<file path="src/rtl/async_chan_tx.sv">
// async_chan_tx: clocked initiator of a two-phase bundled-data channel.
// Words are queued in a small FIFO and issued as req/ack tokens.
module async_chan_tx #(
  parameter int DW          = 1,
  parameter int DEPTH       = 4,
  parameter int SETUP_CYC   = 2,
  parameter int SYNC_STAGES = 2,
  parameter int TO_CYC      = 1024,
  parameter int CW          = 16
) (
  input  logic          clk,
  input  logic          rst_n,
  input  logic          in_valid,
  output logic          in_ready,
  input  logic [DW-1:0] in_data,
  output logic          req_o,
  input  logic          ack_i,
  output logic [DW-1:0] dat_o,
  output logic          busy,
  output logic [CW-1:0] tokens_sent,
  output logic          timeout
);

  localparam int AW = $clog2(DEPTH);
  localparam int NW = $clog2(SETUP_CYC + 1);
  localparam int TW = $clog2(TO_CYC + 1);

  typedef enum logic [1:0] {
    IDLE,
    SETUP,
    WAIT_ACK
  } state_t;

  state_t           state_q, state_d;
  logic [AW:0]      wptr_q, wptr_d;
  logic [AW:0]      rptr_q, rptr_d;
  logic [DW-1:0]    mem_q [DEPTH];
  logic [NW-1:0]    cnt_q, cnt_d;
  logic [TW-1:0]    tcnt_q, tcnt_d;
  logic             req_q, req_d;
  logic [DW-1:0]    dat_q, dat_d;
  logic [CW-1:0]    tok_q, tok_d;
  logic             to_q, to_d;
  logic [SYNC_STAGES-1:0] sync_q, sync_d;

  logic          ack_s;
  logic          full;
  logic          empty;
  logic          push;
  logic          pop;
  logic          outstanding;
  logic [DW-1:0] head;

  assign ack_s = sync_q[SYNC_STAGES-1];
  assign empty = (wptr_q == rptr_q);
  assign full  = (wptr_q[AW] != rptr_q[AW]) &&
                 (wptr_q[AW-1:0] == rptr_q[AW-1:0]);
  assign push  = in_valid && !full;
  assign head  = mem_q[rptr_q[AW-1:0]];
  assign outstanding = (req_q != ack_s);

  assign in_ready    = !full;
  assign req_o       = req_q;
  assign dat_o       = dat_q;
  assign tokens_sent = tok_q;
  assign timeout     = to_q;
  assign busy        = !empty || (state_q != IDLE);

  // Next-state for synchronizer, FIFO pointers and token FSM.
  always_comb begin
    sync_d  = {sync_q[SYNC_STAGES-2:0], ack_i};
    state_d = state_q;
    cnt_d   = cnt_q;
    tcnt_d  = tcnt_q;
    req_d   = req_q;
    dat_d   = dat_q;
    tok_d   = tok_q;
    to_d    = to_q;
    pop     = 1'b0;
    unique case (state_q)
      IDLE: begin
        if (!empty && !outstanding) begin
          dat_d   = head;
          pop     = 1'b1;
          cnt_d   = '0;
          state_d = SETUP;
        end
      end
      SETUP: begin
        if (cnt_q == NW'(SETUP_CYC - 1)) begin
          req_d   = ~req_q;
          tcnt_d  = '0;
          state_d = WAIT_ACK;
        end else begin
          cnt_d = cnt_q + NW'(1);
        end
      end
      WAIT_ACK: begin
        if (ack_s == req_q) begin
          tok_d   = tok_q + CW'(1);
          state_d = IDLE;
        end else if (tcnt_q >= TW'(TO_CYC - 1)) begin
          to_d = 1'b1;
        end else begin
          tcnt_d = tcnt_q + TW'(1);
        end
      end
      default: state_d = IDLE;
    endcase
    wptr_d = wptr_q + (AW+1)'(push);
    rptr_d = rptr_q + (AW+1)'(pop);
  end

  // FIFO storage; contents need no reset, pointers define validity.
  always_ff @(posedge clk) begin
    if (rst_n && push) begin
      mem_q[wptr_q[AW-1:0]] <= in_data;
    end
  end

  // Register all control state with synchronous active-low reset.
  always_ff @(posedge clk) begin
    if (!rst_n) begin
      state_q <= IDLE;
      wptr_q  <= '0;
      rptr_q  <= '0;
      cnt_q   <= '0;
      tcnt_q  <= '0;
      req_q   <= 1'b0;
      dat_q   <= '0;
      tok_q   <= '0;
      to_q    <= 1'b0;
      sync_q  <= '0;
    end else begin
      state_q <= state_d;
      wptr_q  <= wptr_d;
      rptr_q  <= rptr_d;
      cnt_q   <= cnt_d;
      tcnt_q  <= tcnt_d;
      req_q   <= req_d;
      dat_q   <= dat_d;
      tok_q   <= tok_d;
      to_q    <= to_d;
      sync_q  <= sync_d;
    end
  end

endmodule

</file>
<file path="config.mk">
export PLATFORM = sky130hd
export DESIGN_NAME = async_chan_tx
export DESIGN_NICKNAME = d
export VERILOG_FILES = /design/src/rtl/async_chan_tx.sv
export SDC_FILE = /design/constraint.sdc
export NUM_CORES = 1
export LEC_CHECK = 0
export CAP_MARGIN = 10
export CORE_ASPECT_RATIO = 2
export CORE_MARGIN = 3
export CORE_UTILIZATION = 40
export DETAILED_ROUTE_END_ITERATION = 10
export DONT_BUFFER_PORTS = 1
export PLACE_DENSITY = 0.54
export SLEW_MARGIN = 25
export SYNTH_ARGS = -nofsm -noshare
export SYNTH_HDL_FRONTEND = slang
export SYNTH_SLANG_ARGS = --single-unit
export TNS_END_PERCENT = 100
</file>
<file path="constraint.sdc">
create_clock -name clk -period 2.59 [get_ports clk]
set_input_delay 0.518 -clock clk [delete_from_list [all_inputs] [get_ports clk]]
set_output_delay 0.518 -clock clk [all_outputs]
set_load 0.01 [all_outputs]
</file>
---- After elaboration in Yosys (flattened, before gate mapping) ----
Memories as Yosys holds them, arrays and structs flattened. A register that Yosys moved wholly into a read port is not among the register bits.
Index checks and enable logic that the tools add are counted.
word-level totals
  output and inout bits ................... 21
  bits of input ports ..................... 5
  register bits after elaboration ......... 41
  memories ................................ 1
  RAM bits ................................ 4
cells by class
  eq/ne operators ......................... 14
  bitwise gates (word level) .............. 2
  $add $sub $neg .......................... 5
  reductions and logical operators ........ 20
  $lt $le $gt $ge ......................... 1
  muxes and demuxes ....................... 15
memory list
  memory  words  bits a word  read ports  clocked after Yosys merged registers in  wr ports  RTL line  text
  mem_q   4      1            1           1                                        1         37        logic [DW-1:0] mem_q [DEPTH];
operators by type and width
  cell                     number
  $mux W11                 3
  $pmux W11 S2             1
  $add A16 B1 Y16 const B  1
  $ne A2 B2 Y1 const B     6
  $add A11 B1 Y11 const B  1
  $ge A11 B10 Y1 const B   1
  $mux W2                  5
  $reduce_and A3 Y1        3
  $add A3 B1 Y3            2
  $pmux W2 S3              1
  $reduce_and A2 Y1        3
  $reduce_bool A2 Y1       3
  $eq A2 B1 Y1 const B     2
  $logic_and A1 B1 Y1      4
  $logic_not A1 Y1         4
  $mux W1                  4
  $pmux W2 S2              1
  $reduce_and A4 Y1        1
  $eq A3 B3 Y1             1
  $add A2 B1 Y2 const B    1
  $eq A2 B2 Y1             1
  $eq A2 B2 Y1 const B     1
  $logic_not A2 Y1         1
  $ne A1 B1 Y1             2
  3 further kinds          4

---- Logic depth before layout (Yosys ltp) ----
Gate-level depths: netlist of the first run.
  word-level depth ........................ 7
  gate-level depth with buffers ........... 8
  mapped depth without buffers ............ 8

---- Least setup slack after synthesis of the first run ----
No wires, ideal clock.
  kind .................................... reg2out
  start ................................... reg wptr_q[1]
  end ..................................... out busy
  setup slack ............................. 0.801 ns
  cell stages (with the launch flop) ...... 4
  buffers on the path ..................... 0
  required time ........................... 2.072 ns
  data arrival time ....................... 1.271 ns
  path through ............................ dfxtp_1 xor2_1 nor2_1 or4b_2
on the way
  longest elaborated chain between the ends .. 3
RTL lines
  item                    RTL line  text
  from (decl)             35        logic [AW:0] wptr_q, wptr_d;
  from (signal assigned)  136       wptr_q <= wptr_d;
  $eq A3 B3 Y1            55        assign empty = (wptr_q == rptr_q);
  $logic_not A1 Y1        67        assign busy = !empty || (state_q != IDLE);
  $logic_or A1 B1 Y1      67
  to (decl)               19        output logic busy,
Every way passes these cells.

---- Worst setup path after layout of the first run ----
Ends and elaborated chain as after synthesis.

==> results of run 1 <==
[synthesized netlist by cell type, drive strengths merged (2+ instances only)]
| cell type | number | area share [%] |
|---|---|---|
| a21oi | 9 | 2.0 |
| nand2 | 21 | 3.6 |
| nor4 | 4 | 1.4 |
| nand3 | 16 | 3.6 |
| mux2 | 2 | 1.0 |
| mux2i | 7 | 3.2 |
| and3 | 8 | 2.3 |
| ha | 7 | 4.0 |
| or4b | 2 | 0.91 |
| inv | 8 | 1.4 |
| clkbuf | 8 | 1.4 |
| dfxtp | 42 | 38 |
| nor2 | 21 | 3.6 |
| o21ai | 7 | 1.6 |
| o41ai | 2 | 0.80 |
| edfxtp | 4 | 5.5 |
| or3 | 2 | 0.57 |
| and2 | 8 | 2.3 |
| xnor2 | 8 | 3.2 |
| and4 | 2 | 0.80 |
| a31oi | 4 | 1.1 |
| nor3 | 8 | 1.8 |
| o21a | 2 | 0.68 |
| nand4 | 7 | 2.0 |
| xor2 | 10 | 4.0 |
| nand2b | 5 | 1.4 |
| nand3b | 3 | 1.0 |
| nor3b | 2 | 0.68 |
[power by group through the flow]
stage | combinational (mW) | sequential [mW] | clock [mW]
6_report | 0.308 | 0.842 | 0.537
5_1_grt | 0.344 | 0.855 | 0.576
4_1_cts | 0.313 | 0.844 | 0.558
3_5_place_dp | 0.312 | 0.861 | 0
3_3_place_gp | 0.309 | 0.862 | 0
2_1_floorplan | 0.272 | 0.828 | 0
[final cells by class]
class,instances,area [sq um],share of cell area [%]
clock buffer,6,72.6,3.07
clock inverter,2,37.5,1.59
inverter,8,30.0,1.27
multi-input combinational,181,1180,49.7
sequential,46,961,40.6
tap,58,72.6,3.07
timing repair buffer,2,15.0,0.635
[flip-flops by register name, indices dropped and copies added (netlist names)]
register     cells
tokens_sent     16
tcnt_q          11
mem_q            4
rptr_q           3
wptr_q           3
cnt_q            2
state_q          2
sync_q           2
dat_o            1
req_o            1
timeout          1
[metrics by stage]
stage	area, sq um	utilization, %	setup slack, ns	power [mW]	instances
floorplan	2200	-	0.801	1.10	244
global placement	2250	43.1	0.425	1.17	295
detailed placement	2250	43.1	0.380	1.17	295
CTS	2360	45.2	0.349	1.71	303
global route	2360	45.2	0.186	1.78	303
finish	2360	45.2	0.383	1.69	303
[worst register-to-register path, stage by stage (launching register included)]
cell and delay [ns]:
dfxtp_1 0.39, xnor2_1 0.52, o31ai_1 0.23, nor3_1 0.37, ha_1 0.23, ha_1 0.21
and2_1 0.15
[placed cells by master, fill, tap and decap left out, drive strengths merged, types with 8 or more instances in the layout]
| cell | Yosys | routed |
|---|---|---|
| nor2 | 21 | 21 |
| nor3 | 8 | 8 |
| a21oi | 9 | 9 |
| nand3 | 16 | 16 |
| nand2 | 21 | 21 |
| and3 | 8 | 8 |
| dfxtp | 42 | 42 |
| and2 | 8 | 8 |
| xor2 | 10 | 10 |
| xnor2 | 8 | 8 |
| inv | 8 | 8 |
[routing by layer]
| layer | routed length [um] | vias up | track usage [%] |
|---|---|---|---|
| met3 | 222 | 8 | 4.31 |
| met4 | 121 | 0 | 7.59 |
| met1 | 1860 | 799 | 17.8 |
| li1 | - | 875 | - |
| met2 | 2510 | 28 | 27.0 |
| met5 | 0 | - | 0 |
[final timing paths]
kind / depth (start not counted) / slack [ns] / to
setup / recovery: 3 / 0.38 / busy
hold / removal: 0 / 0.30 / mem_q[2]$_DFFE_PP_
setup reg to reg: 6 / 0.39 / rptr_q[1]$_SDFF_PN0_
hold reg to reg: 1 / 0.46 / sync_q[1]$_SDFF_PN0_
[cell families after synthesis]
logic type               count (synthesis)  synth area share, %
adder cells (fa/ha/maj)                  7                 3.98
AO/OA/AOI/OAI                           33                 9.61
AND/OR/NAND/NOR                        113                 27.5
XOR/XNOR                                18                 7.16
multiplexers                            10                 5.23
buffers and inverters                   17                 2.90
flip-flops                              46                 43.7
==> reports/metrics.sh, run 1 <==
FINAL_MAX_SLEW_VIOL_COUNT=0
CTSHOLDBUFFERS=0
POST_SYNTH.CELL_AREA_AVG_SQ_UM=9.02
SYNTH_ENABLE_FLOP_CELLS=4
NNETSFINAL=256
IO_BUFFER_COUNT=0
CORE_AREA_SQ_UM=5230
FINAL_ANTENNA_NET_COUNT=0
CRIT_PATH_MAX_INCR_DELAY_NS=0.67
ROUTED_WIRE_LENGTH_PER_INSTANCE_UM=15.6
LARGEST_NET_DEGREE_AT_THE_START_OF_GLOBAL_ROUTING=25
CTS_BUFFER_DEPTH=2
P_COMB_SHARE_PCT=18.3
TIMING.CRITICAL_PATH.ARRIVAL_NS=1.69
WORST_HOLD_SLACK_NS=0.300
CLOCK_SINK_COUNT=46
WORST_EP_REQUIRED_TIME_NS=2.07
DETAILEDPLACEMENTHPWL_UM=3500
CLK_PIN_SLEW_WORST_PATHS_NS=0.08
NUMBER_OF_ANTENNA_VIOLATIONS_AT_THE_FIRST_CHECK_IN_GLOBAL_ROUTING=0
CRITICAL_PATH.SLOWEST_CELL='or4b_2'
DRIVE_GT1_SHARE_PCT=5.71
ASYNC_RESET_FF_SHARE_PCT=0
PLACEMENT_ROWS=37
YS.FLOP_TYPE='dfxtp_1'
TIMING.HOLD.WORST.START='in_data'
WORST-PATH-MAX-FANOUT=6
REMAINING_DRC_ERRORS=0
CAP_VIOLATIONS=0
MIN_PERIOD_NS=2.21
VERTICAL_DIE_DIMENSION_UM=111
SETUP_REPAIR_AFTER_GLOBAL_ROUTING_MISSED_ITS_MARGIN='false'
ROUTE.FINAL.WIRE_LENGTH_UM=4720
RUN_STATUS='completed'
SYNTHESIZED_CELL_AREA_SQ_UM=2200
REPORT.FINAL.SETUP_VIOL=0
POWER.LEAKAGE_nW=0.871
CLOCK_TREE_FROM_TRITONCTS='built'
GR-TOTAL-OVERFLOW=0
WORSTPATHBUFFERINVERTERCOUNT=0
VIAS=1710
GP_CONGESTION=0.906
HOLD_VIOL_FINAL=0
CLOCKPOWERSHARE_PCT=31.8
WORST_R2R_STARTPOINT='req_o$_SDFFE_PN0P_'
DETAIL_ROUTE.ITER0.VIOLATIONS=71
END_KIND='output port'
FIRST_GLOBAL_VIAS=1685
YS_TYPES=46
TOTAL_INTERNAL_POWER_mW=1.21
NUM_ANTENNA_CELLS=0
CRITPATHKIND='reg -> out'
GRT_FIRST_PASS_WIRELENGTH_UM=8070
CELLPOWERDENSITY_nW_PER_UM2=714
CTS.REPAIR_TIMING.SETUP_BUFFER_COUNT=0
AREA_GROWTH_SYNTH_TO_FINISH_PCT=7.45
CLOCK-ROOT-BUFFER='clkbuf_8'
SYNTH_WARNINGS=0
CTS_MAX_LEVEL=2
IO_PINS=26
TIGHTESTPINTRANSITION_NS=0.791
FINAL.PERIOD_UTILIZATION_PCT=85.2
SWITCHINGPOWER_mW=0.481
TIMING.CRITICAL_PATH.FROM='wptr_q[1]$_SDFF_PN0_'
SYNTH_SEQ_CELLS=46
CPLARGESTDELAYFAMILY='simple AND/OR/NAND/NOR gates'
CLOCK_INSERTION_DELAY_WORST_SKEW_NS=0.31
RELSLEWSLACK_PCT=46.9
POWER.SHARE.SWITCHING_PCT=28.5
CRITICAL_PATH.CELL_CHAIN='xor2_1 -> nor2_1 -> or4b_2'
RESIZED_AFTER_CTS=0
HOLD_CLASS='in -> reg'
POWER.IR.VDD_WORST_mV=0.544
LARGEST_CLOCK_SKEW_IN_THE_FINAL_DESIGN_NS=0.00390
FMAX_MHz=453
FLOORPLAN.DIE_AREA_SQ_UM=6480
CTS_BUFFERS=5
DRTPASS1ITERATIONS=4
CRITICAL_PATH.STARTPOINT_TYPE='flop'
YS_SEQ_AREA_SHARE_PCT=43.7
POWER.SHARE.SEQUENTIAL_PCT=49.9
FINAL.FILL_COUNT=526
POSTSYNTHCELLCOUNT=244
TRACK_USAGE_PCT=16.0
SYNTH_FP_NETS=256
VIAS_PER_CELL=5.64
DIEWIDTH_UM=58.5
FIN_TNS_SETUP_NS=0
START_UTIL_PCT=42.1
Note: power is estimated with default switching activity, not from simulation.
==> run 2, diff against run 1 <==
ABC_AREA = 1   (was unset)
==> run 2 against run 1 <==
Net effect:
- final cell count up 28%
- routed wire length increased by 6.6%
- register-to-register slack improved by 0.43 ns
- via count up 17%
- largest power group unchanged
- highest routed layer unchanged
- global-route usage grew 0.26 points
- critical path type is now reg -> reg
==> reports/metrics.sh, run 2 <==
RUN_STATUS='completed'
FMAX_MHz=564
YS_SEQ_AREA_SHARE_PCT=39.8
POWER.LEAKAGE_nW=0.963
GRT_UTIL_MET1_PCT=16.7
GP_CONGESTION=0.794
MUXSHAREOFSYNTHAREA_PCT=0
POST-SYNTH-TOP-COUNT-CELL='nand2_1'
LARGEST_CLOCK_SKEW_IN_THE_FINAL_DESIGN_NS=0.00585
CLK_PIN_SLEW_WORST_PATHS_NS=0.06
ASYNC_RESET_FF_SHARE_PCT=0
CTS_BUFFERS=5
CLOCKPOWERSHARE_PCT=31.3
FINALCOREUTILIZATION_PCT=44.9
FINAL_MAX_SLEW_VIOL_COUNT=0
POWER.SHARE.SEQUENTIAL_PCT=44.0
COMBINATIONAL_FAMILY_WITH_THE_MOST_AREA_AFTER_SYNTHESIS='simple AND/OR/NAND/NOR gates'
TOTAL_INTERNAL_POWER_mW=1.29
START_UTIL_PCT=41.9
RELSLEWSLACK_PCT=74.5
TIMING.HOLD.WORST.START='in_data'
GR-TOTAL-OVERFLOW=0
POSTPLACECELLAREA_SQ_UM=2450
CTS.REPAIR_TIMING.SETUP_BUFFER_COUNT=0
FINAL_CRITICAL_PATH_SETUP_SLACK_NS=0.817
HOLDPATHEND='mem_q[3]$_DFFE_PP_'
MIN_PERIOD_NS=1.77
DRIVE_GT1_SHARE_PCT=9.82
SYNTHESIZED_CELL_AREA_SQ_UM=2410
MOST-COMMON-LAYOUT-CELLS='61 x nand2_1, 48 x nor2_1, 42 x dfxtp_1, 41 x inv_1, 19 x a21oi_1'
FINAL.FILL_COUNT=619
CELLPOWERDENSITY_nW_PER_UM2=750
IO_BUFFER_COUNT=0
HOLD_CLASS='in -> reg'
SETUP.REG_TO_REG.WORST_SLACK_NS=0.82
LARGEST_REGISTER_FF_COUNT=16
POSTSYNTHCELLCOUNT=324
FINAL.PERIOD_UTILIZATION_PCT=68.5
END_KIND='flop'
ROUTED_WIRE_LENGTH_PER_INSTANCE_UM=13.0
CLOCK_INSERTION_DELAY_WORST_SKEW_NS=0.29
VERTICAL_DIE_DIMENSION_UM=116
PLACEMENT_ROWS=39
SYNTH_XOR_XNOR_AREA_SHARE_PCT=5.44
GLOBAL_ROUTE.USAGE.MET2_PCT=29.7
DETAILEDPLACEMENTHPWL_UM=3780
POST-SYNTH-TOP-AREA-CELL='dfxtp_1'
NNETSFINAL=337
SYNTH_LARGEST_TYPE_AREA_FRACTION_PCT=34.8
CLOCK_SINK_COUNT=46
REPORT.FINAL.SETUP_VIOL=0
TIGHTESTPINTRANSITION_NS=0.379
IO_PINS=26
SYNTH_SEQ_CELLS=46
SWITCHINGPOWER_mW=0.649
MIN_PATH_CELLS=0
DETAIL_ROUTE.ITER0.VIOLATIONS=84
AREA_GROWTH_SYNTH_TO_FINISH_PCT=7.15
CLOCK-ROOT-BUFFER='clkbuf_16'
NUM_ANTENNA_CELLS=0
HOLD_VIOL_FINAL=0
CRITICAL_PATH.REG2REG.ENDPOINT='tcnt_q[7]$_SDFFE_PN0P_'
NUMBER_OF_ANTENNA_VIOLATIONS_AT_THE_FIRST_CHECK_IN_GLOBAL_ROUTING=0
R2R_CELLS=9
CRITPATHKIND='reg -> reg'
POST-ROUTE-CELL-AREA_SQ_UM=2590
FINAL_ANTENNA_NET_COUNT=0
ROUTE.FINAL.WIRE_LENGTH_UM=5030
SYNTH_WARNINGS=0
WORST_EP_REQUIRED_TIME_NS=2.81
SYNTH_ENABLE_FLOP_CELLS=4
GLOBAL_ROUTE.PEAK_USAGE_LAYER='met2'
SYNTH_FP_NETS=336
GRT_USE_MET3_PCT=4.35
PLACEMENT.SETUP.WORST_SLACK_NS=0.820
DRTPASS1ITERATIONS=4
DIEWIDTH_UM=60.9
VIAS=2002
LARGEST_NET_DEGREE_AT_THE_START_OF_GLOBAL_ROUTING=24
WORST_R2R_STARTPOINT='tcnt_q[1]$_SDFFE_PN0P_'
P_COMB_SHARE_PCT=24.7
CLOCK_TREE_FROM_TRITONCTS='built'
GRT_FIRST_PASS_WIRELENGTH_UM=8630
REMAINING_DRC_ERRORS=0
POWER.SHARE.SWITCHING_PCT=33.4
SYNTH_TOP_CELLS_BY_COUNT='61 x nand2_1, 48 x nor2_1, 42 x dfxtp_1'
CRITICAL_PATH.STARTPOINT_TYPE='flop'
WORST-PATH-MAX-FANOUT=14
FLOORPLAN.DIE_AREA_SQ_UM=7060
YS_TYPES=29
TOTAL_POWER_mW=1.94
SETUP_REPAIR_AFTER_GLOBAL_ROUTING_MISSED_ITS_MARGIN='false'
MOSTFREQUENTLAYOUTCELL='nand2_1'
CORE_AREA_SQ_UM=5760
CTS_BUFFER_DEPTH=2
CAP_VIOLATIONS=0
VIAS_PER_CELL=5.17
SYNTH-COMPOUND-AREA-SHARE_PCT=11.0
POST_SYNTH_MAIN_AREA_CONTRIBUTORS='dfxtp_1 35%, nand2_1 9.5%, nor2_1 7.5%, inv_1 6.4%, edfxtp_1 5.0%'
POWER.IR.VDD_WORST_mV=0.358
YS.FLOP_TYPE='dfxtp_1'
RESIZED_AFTER_CTS=0
TRACK_USAGE_PCT=16.2
SYNTH_ADDER_AREA_SHARE_PCT=3.63
TIMING.CRITICAL_PATH.ARRIVAL_NS=1.99
FIN_TNS_SETUP_NS=0
SYNTHSIMPLEGATEAREAFRAC_PCT=31.6
FIRST_GLOBAL_VIAS=1918
POST_SYNTH.CELL_AREA_AVG_SQ_UM=7.45
CTS_MAX_LEVEL=2
CTSHOLDBUFFERS=0
## run 2: changes by cell type after synthesis, sizes merged, moves of 4 or more
cell    delta
mux2i      -7
o21ai     +10
and2       -7
nor2      +32
nand2     +45
a31oi      -4
nand3      +7
and3       -8
clkbuf     -4
nor4       -4
inv       +34
nand2b     -5
a21oi     +17
## run 2: power groups by stage
stage / clock, mW / combinational [mW] / sequential (mW)
6_report: 0.608 / 0.479 / 0.853
5_1_grt: 0.656 / 0.569 / 0.865
3_3_place_gp: 0 / 0.488 / 0.868
3_5_place_dp: 0 / 0.493 / 0.869
4_1_cts: 0.634 / 0.495 / 0.854
2_1_floorplan: 0 / 0.440 / 0.852
## run 2: critical path: stages (launching register included)
cell     delay [ns]
dfxtp_1        0.38
ha_1           0.20
nand2_1        0.10
nor2_1         0.14
nand3_1        0.11
nand4_1        0.11
nand2_2        0.23
nand2_2        0.23
nand2_1        0.08
a21oi_2        0.12
## run 2: area by class of cell
| type | instances | area [sq um] | area share [%] |
|---|---|---|---|
| multi-input combinational | 229 | 1250 | 48.2 |
| clock inverter | 2 | 8.76 | 0.339 |
| clock buffer | 6 | 129 | 4.98 |
| tap | 61 | 76.3 | 2.95 |
| inverter | 42 | 158 | 6.10 |
| timing repair buffer | 1 | 7.51 | 0.290 |
| sequential | 46 | 961 | 37.2 |
## run 2: routing by layer
metal  vias to the layer above  share of wire, %
met3                         8               3.3
met5                         -                 0
met4                         0               2.1
met1                       920                39
li1                       1044                 -
met2                        30                56
## run 2: per-stage QoR
| stage | cells | hold slack, ns |
|---|---|---|
| floorplan | 324 | 0.390 |
| global placement | 379 | 0.395 |
| detailed placement | 379 | 0.406 |
| CTS | 387 | 0.315 |
| global route | 387 | 0.311 |
| finish | 387 | 0.323 |
## run 2: cells by family after synthesis
family                   Yosys count
XOR/XNOR                          15
AO/OA/AOI/OAI                     46
AND/OR/NAND/NOR                  161
adder cells (fa/ha/maj)            7
buffers and inverters             49
flip-flops                        46
## run 2: worst max path at each step
stage	from	endpoint	slack, ns	depth (start not counted)
4_1_cts	tcnt_q[1]$_SDFFE_PN0P_	tcnt_q[7]$_SDFFE_PN0P_	0.79	9
3_3_place_gp	tcnt_q[0]$_SDFFE_PN0P_	tcnt_q[1]$_SDFFE_PN0P_	0.87	9
3_5_place_dp	tcnt_q[1]$_SDFFE_PN0P_	tcnt_q[1]$_SDFFE_PN0P_	0.82	9
5_1_grt	tcnt_q[1]$_SDFFE_PN0P_	tcnt_q[7]$_SDFFE_PN0P_	0.60	9
2_1_floorplan	wptr_q[1]$_SDFF_PN0_	wptr_q[2]$_SDFF_PN0_	1.08	8
6_report	tcnt_q[1]$_SDFFE_PN0P_	tcnt_q[7]$_SDFFE_PN0P_	0.82	9
